==> src/rtl/logic_unit_lockstep.sv <==
// Registered bitwise logic unit with a lockstep self-check: path A from gate
// primitives drives the result, path B (expression) cross-checks it.
module logic_unit_lockstep #(
  parameter int WIDTH = 8,
  parameter int CNT_W = 8
) (
  input  logic             clk,
  input  logic             rst_n,
  input  logic             in_valid,
  output logic             in_ready,
  input  logic [WIDTH-1:0] a,
  input  logic [WIDTH-1:0] b,
  input  logic [2:0]       op,
  input  logic             fault_inj,
  output logic             out_valid,
  input  logic             out_ready,
  output logic [WIDTH-1:0] s,
  output logic             mismatch,
  input  logic             clr_err,
  output logic             err_sticky,
  output logic [CNT_W-1:0] err_count
);

  typedef enum logic {EMPTY = 1'b0, FULL = 1'b1} state_t;

  state_t             state_r;
  state_t             state_nxt_s;
  logic               accept_s;
  logic [WIDTH-1:0]   nor_s, nand_s, and_s, or_s, xor_s, xnor_s, not_s, buf_s;
  logic [WIDTH-1:0]   path_a_s;
  logic [WIDTH-1:0]   path_b_s;
  logic [WIDTH-1:0]   path_b_f_s;
  logic               mismatch_s;
  logic [WIDTH-1:0]   s_r;
  logic               mismatch_r;
  logic               err_sticky_r;
  logic [CNT_W-1:0]   err_count_r;

  // Path A: one primitive of each kind per bit, selected afterwards.
  genvar i;
  generate
    for (i = 0; i < WIDTH; i++) begin : g_bit
      nor  u_nor  (nor_s[i],  a[i], b[i]);
      nand u_nand (nand_s[i], a[i], b[i]);
      and  u_and  (and_s[i],  a[i], b[i]);
      or   u_or   (or_s[i],   a[i], b[i]);
      xor  u_xor  (xor_s[i],  a[i], b[i]);
      xnor u_xnor (xnor_s[i], a[i], b[i]);
      not  u_not  (not_s[i],  a[i]);
      buf  u_buf  (buf_s[i],  a[i]);
    end
  endgenerate

  // Path A operation select.
  always_comb begin
    path_a_s = {WIDTH{1'b0}};
    case (op)
      3'b000:  path_a_s = nor_s;
      3'b001:  path_a_s = nand_s;
      3'b010:  path_a_s = and_s;
      3'b011:  path_a_s = or_s;
      3'b100:  path_a_s = xor_s;
      3'b101:  path_a_s = xnor_s;
      3'b110:  path_a_s = not_s;
      3'b111:  path_a_s = buf_s;
      default: path_a_s = {WIDTH{1'b0}};
    endcase
  end

  // Path B is deliberately written as an independent expression.
  assign path_b_s = (op == 3'b000) ? ~(a | b) :
                    (op == 3'b001) ? ~(a & b) :
                    (op == 3'b010) ?  (a & b) :
                    (op == 3'b011) ?  (a | b) :
                    (op == 3'b100) ?  (a ^ b) :
                    (op == 3'b101) ? ~(a ^ b) :
                    (op == 3'b110) ? ~a       : a;

  assign path_b_f_s = path_b_s ^ WIDTH'(fault_inj);
  assign mismatch_s = |(path_a_s ^ path_b_f_s);
  assign accept_s   = in_valid && in_ready;

  // Output stage state register.
  always_ff @(posedge clk or negedge rst_n) begin
    if (!rst_n) begin
      state_r <= EMPTY;
    end else begin
      state_r <= state_nxt_s;
    end
  end

  // Output stage next-state logic.
  always_comb begin
    state_nxt_s = state_r;
    case (state_r)
      EMPTY:   state_nxt_s = accept_s ? FULL : EMPTY;
      FULL:    state_nxt_s = (out_ready && !accept_s) ? EMPTY : FULL;
      default: state_nxt_s = EMPTY;
    endcase
  end

  // Output stage handshake outputs.
  always_comb begin
    out_valid = 1'b0;
    in_ready  = 1'b1;
    if (state_r == FULL) begin
      out_valid = 1'b1;
      in_ready  = out_ready;
    end else begin
      out_valid = 1'b0;
      in_ready  = 1'b1;
    end
  end

  // Result register: only loads on an accepted beat, otherwise holds.
  always_ff @(posedge clk or negedge rst_n) begin
    if (!rst_n) begin
      s_r        <= {WIDTH{1'b0}};
      mismatch_r <= 1'b0;
    end else if (accept_s) begin
      s_r        <= path_a_s;
      mismatch_r <= mismatch_s;
    end else begin
      s_r        <= s_r;
      mismatch_r <= mismatch_r;
    end
  end

  // Error tracking; a mismatching beat wins over a same-cycle clear.
  always_ff @(posedge clk or negedge rst_n) begin
    if (!rst_n) begin
      err_sticky_r <= 1'b0;
      err_count_r  <= {CNT_W{1'b0}};
    end else if (accept_s && mismatch_s) begin
      err_sticky_r <= 1'b1;
      if (clr_err) begin
        err_count_r <= CNT_W'(1);
      end else if (err_count_r != {CNT_W{1'b1}}) begin
        err_count_r <= err_count_r + CNT_W'(1);
      end else begin
        err_count_r <= err_count_r;
      end
    end else if (clr_err) begin
      err_sticky_r <= 1'b0;
      err_count_r  <= {CNT_W{1'b0}};
    end else begin
      err_sticky_r <= err_sticky_r;
      err_count_r  <= err_count_r;
    end
  end

  assign s          = s_r;
  assign mismatch   = mismatch_r;
  assign err_sticky = err_sticky_r;
  assign err_count  = err_count_r;

endmodule

==> config.mk <==
export PLATFORM = sky130hd
export DESIGN_NAME = logic_unit_lockstep
export DESIGN_NICKNAME = d
export VERILOG_FILES = /design/src/rtl/logic_unit_lockstep.sv
export SDC_FILE = /design/constraint.sdc
export NUM_CORES = 1
export LEC_CHECK = 0
export CAP_MARGIN = 20
export CORE_MARGIN = 10
export CORE_UTILIZATION = 59
export CTS_BUF_LIST = sky130_fd_sc_hd__clkbuf_8
export DETAILED_ROUTE_END_ITERATION = 12
export DONT_BUFFER_PORTS = 1
export HOLD_SLACK_MARGIN = 0.1
export PLACE_DENSITY_LB_ADDON = 0.12
export SYNTH_ARGS = -nofsm -noshare
export SYNTH_HDL_FRONTEND = slang
export SYNTH_SLANG_ARGS = --single-unit
==> constraint.sdc <==
create_clock -name clk -period 1.6 [get_ports clk]
set_clock_uncertainty 0.05 [all_clocks]
set_input_delay 0.24 -clock clk [delete_from_list [all_inputs] [get_ports clk]]
set_output_delay 0.24 -clock clk [all_outputs]
set_load 0.01 [all_outputs]
Word level (Yosys, flattened, before mapping)
Index checks and enable logic that the tools add are counted.
Cells by class
  bitwise operators: 66
  reduce and logical (&&, ||, !) cells: 9
  add/subtract/negate cells: 1
  muxes and demuxes: 19
  equality and inequality tests: 8
Operators by type and width (number)
  $mux 8: 11
  $pmux 8 s8: 1
  $not 8->8: 4
  $not 1->1: 25
  $xor 8x8->8: 2
  $eq 3x3->1 const B: 4
  $add 8x1->8 const B: 1
  $and 1x1->1: 8
  $and 8x8->8: 1
  $ne 8x8->1 const B: 1
  $or 1x1->1: 8
  $or 8x8->8: 1
  $reduce_or 8->1: 1
  $xnor 1x1->1: 8
  $xor 1x1->1: 8
  $xor 8x1->8: 1
  $eq 3x2->1 const B: 2
  $mux 1: 6
  $reduce_bool 2->1: 2
  $eq 3x1->1 const B: 1
  $logic_and 1x1->1: 3
  $logic_not 3->1: 1
  $pmux 1 s2: 1
  $reduce_and 2->1: 1
  $logic_not 1->1: 1
Word-level totals
  input bits: 25
  output and inout bits: 20
  logic and storage cells: 108
  bits in registers: 19

Longest topological paths before layout
  depth after elaboration: 14
  gate-level depth with buffers: 7
  gate-level depth less buffers: 6

Least setup slack after synthesis
No wires, ideal clock.
  path kind: input -> register
  from: input port a[2]
  to: register s_r[2] (netlist: s[2])
  data arrival time: 1504 ps
  setup slack: -92 ps
  stages: 6
  buffers on the path: 0
  required time: 1411 ps
  library setup time: 139 ps
  cell sequence: inv_1 > ha_1 > or3_1 > a31o_1 > a2111oi_1 > a211oi_1
Between the ends
  cells in the longest elaborated chain, start to end: 3
  elaborated cells between the ends (all ways): 8
  those cells by class: mux (1); bitwise (7)
RTL lines
  from (decl): RTL line 11  | input logic [WIDTH-1:0] a,
  $and 1x1->1 / $or 1x1->1 (equally long branches)
  $not 1->1 (on tied branches): RTL line 44, 43
  $pmux 8 s8 (*): RTL line 57  | case (op)
  to (signal assigned): RTL line 118  | s_r <= {WIDTH{1'b0}};
  to (signal assigned): RTL line 121  | s_r <= path_a_s;
  to (signal assigned): RTL line 124  | s_r <= s_r;
  to (decl): RTL line 34  | logic [WIDTH-1:0] s_r;
Mark *: on every way between the ends. The rest lies on a longest branch, timed or not.
A chain may end at the register's enable or synchronous reset.

Final worst setup path
  from: register err_count_r[0] (netlist: err_count[0])
  to: register err_count_r[5] (netlist: err_count[5])
Between the ends
  cells in the longest elaborated chain, start to end: 4
  elaborated cells between the ends (all ways): 7
  those cells by class: add/sub (1); eq/ne (1); mux (3); reduce/logical (2)
RTL lines
  from (decl): RTL line 37  | logic [CNT_W-1:0] err_count_r;
  from (signal assigned): RTL line 133  | err_count_r <= {CNT_W{1'b0}};
  from (signal assigned): RTL line 139  | err_count_r <= err_count_r + CNT_W'(1);
  from (signal assigned): RTL line 141  | err_count_r <= err_count_r;
  $add 8x1->8: RTL line 139
  $mux 8: RTL line 138  | end else if (err_count_r != {CNT_W{1'b1}}) begin
  $mux 8: RTL line 136  | if (clr_err) begin
  $mux 8: RTL line 134  | end else if (accept_s && mismatch_s) begin
Parallel ways exist; a longest one is shown, timed or not. The select of a mux whose other input is x is not followed.

==> results.md <==
- First-pass GRT wire length: 6.24 mm
- Yosys warns: 0
- Commonest non-fill, non-tap cell in the layout: inv_1
- Max VDD drop: 0.000993 V
- Flop2flop setup slack: 0.05 ns
- Hold Crit Depth: 2
- Worst Path Max Fanout: 6
- DRT Pass-1 Iters: 4
- Detail Route Antenna Nets: 0
- Setup violations, final: 0
- Post-synth ARST share: 100%
- Final Hold Viols: 0
- Register area share after synthesis: 28.1%
- DP Area: 1790 sq um
- Reg2Reg Depth: 4
- Critical Path Source Type: flip-flop
- Die width: 73.5 um
- Initial antenna violation count: 0
- Comb pwr share: 24.2%
- Post-DP HPWL: 3.07 mm
- Crit. Startpoint: err_count[0]
- Port Buffer Count: 0
- Sink Count: 19
- Overflow after GRT: 0
- IO Pins: 45
- Clk network pwr share: 27.4%
- Critical path buffer and inverter count: 0
- Final Non-Filler Cells: 243
- Die area: 5400 sq um
- Largest net degree at the start of global routing: 38
- Vias per cell: 6.06
- M1 wire length: 1.69 mm
- Highest Signal Layer: met4
- Worst EP required: 1.74 ns
- Synth Flop Type: dfrtp_1
- Post-synth EDFFs: 0
- Min cycle time layout: 1.55 ns
- Syn Nets: 241
- Cell area after layout: 1940 sq um
- Slew Limit Headroom: 43.4%
- Post-route DRC: 0
- Fin Hold WS: 0.122 ns
- FF+latch count, synth: 19
- H-Tree Depth: 1
- DR iter-0 viols: 95
- Syn Inst Count: 199
- Core ar.: 2760 sq um
- Vias: 1472
- GP Congestion: 0.855
- Metal2 WL: 1.89 mm
- Hold Crit Endpoint: err_count[1]
- Setup TNS: 0 ns
- Area delta synth->final: 14.8%
- Met3 WL post-DR: 417 um
- Gr usage total: 13.9%
- Layout cell share with drive strength beyond 1: 15.6%
- Clk_lat worst skew: 0.25 ns
- Crit path capture type: flip-flop
- Post-DR wirelength/cell: 16.7 um
- Cell Int Power: 0.850 mW
- Avg Cell Area, Syn: 8.49 sq um
- Top Family by Delay on Critical Path: flip-flops
- CTS tree: yes
- Worst r2r src: err_count[0]
- Fmax: 644 MHz
- Die span in y: 73.5 um
- HP Start: clr_err
- Synth Cell Area: 1690 sq um
- Sw Pwr: 0.360 mW
- Util after Layout: 70.3%
- Post-synthesis cell type count: 35
- Cells along the critical path: ha_4, a31o_4, or4_4, a21oi_2
- Final-report max-slew violation count: 0
- Clk buf depth: 2
- Setup Crit Path Kind: flip-flop to flip-flop
- N_diodes: 0
- CP max stage delay: 0.44 ns
- # rows: 19
- Flop pwr share: 48.4%
- Leak Pwr: 0.925 nW
- Total CTS buffers: 3
- Arr. time, crit path: 1.69 ns
- Worst-path clk slew: 0.07 ns
- Pwr dens: 624 nW/um^2
- CP max-delay cell: dfrtp_1
- Initial Utilization: 61.3%
- Total wire length: 4.05 mm
- RR Endpoint: err_count[5]
- # nets final: 255
- Most frequent cells in the layout: 22 x inv_1, 19 x mux2i_1, 19 x dfrtp_1
- Worst hold-check path type: input pin to flip-flop
- Dpl cells: 234
- Vias in the first global route: 1386
- Clk root buf: clkbuf_8
- Net Sw Frac: 29.7%
- Status: finished clean
- Final period util: 97.1%
- Maximum capacitance violations: 0
- Worst Tran Pin Value: 0.846 ns
-- cell usage after synthesis (4+ instances only) --
cell type  number  area, sq um
mux2i_1        19          190
dfrtp_1        19          475
ha_1           17          213
nand3_1         5         25.0
buf_2           4         20.0
o31a_1          4         35.0
nand2_1        15         56.3
a21oi_1         6         30.0
nor3_1          4         20.0
a211oi_1       14          105
nor2_1         10         37.5
o21ai_0         7         35.0
o31ai_1         5         37.5
inv_1          22         82.6
clkbuf_1        4         15.0
nor2b_1         9         56.3
nand2b_1       11         68.8
-- cell families after synthesis --
family                   share of synthesized area (%)
AND/OR/NAND/NOR                                   20.5
AO/OA/AOI/OAI                                     18.7
buffers and inverters                             8.07
multiplexers                                      11.9
flip-flops                                        28.1
adder cells (fa/ha/maj)                           12.6
-- worst max path at each step --
stage	endpoint	slack [ns]	cells after the start
after floorplan	err_count[6]	0.02	5
after global placement	s[2]	0.02	6
after detailed placement	s[2]	-0.03	6
after CTS	err_count[5]	0.02	4
after global routing	err_count[7]	-0.02	4
final	err_count[5]	0.05	4
-- flip-flops by register name, indices dropped and copies added, names as in the netlist --
register    flops
state_r         1
err_sticky      1
mismatch        1
s               8
err_count       8
-- timing repair --
item	4_1_cts	5_1_grt
buffers inserted	0	2
hold buffers	3	0
hold endpoints to repair	25	0
endpoints found under the setup margin	0	4
resized for setup	0	13
-- per-layer routing --
| layer | vias to the layer above | global-route usage (%) |
|---|---|---|
| met5 | - | 0 |
| met4 | 0 | 1.86 |
| met3 | 4 | 7.54 |
| met2 | 40 | 21.3 |
| met1 | 694 | 17.1 |
| li1 | 734 | - |
-- final cells by class --
type / count / area, sq um
clock inverters: 1 / 7.51
repair buffers: 19 / 154
flip-flops and latches: 19 / 475
fillers: 232 / 818
multi-input cells: 147 / 1140
clock buffers: 3 / 41.3
well taps: 31 / 38.8
inverters: 23 / 86.3
-- stage by stage --
step           power (mW)  setup slack, ns
2_1_floorplan       0.808           0.0167
3_3_place_gp        0.843           0.0178
3_5_place_dp        0.858          -0.0276
4_1_cts              1.21           0.0171
5_1_grt              1.29          -0.0221
6_report             1.21           0.0466
-- power by group through the flow --
stage	Combinational [mW]	Sequential [mW]	Clock, mW
floorplan	0.225	0.583	0
global placement	0.249	0.593	0
detailed placement	0.263	0.594	0
CTS	0.282	0.586	0.342
global route	0.332	0.594	0.363
finish	0.292	0.586	0.331
Note: power is estimated with default switching activity, not from simulation.
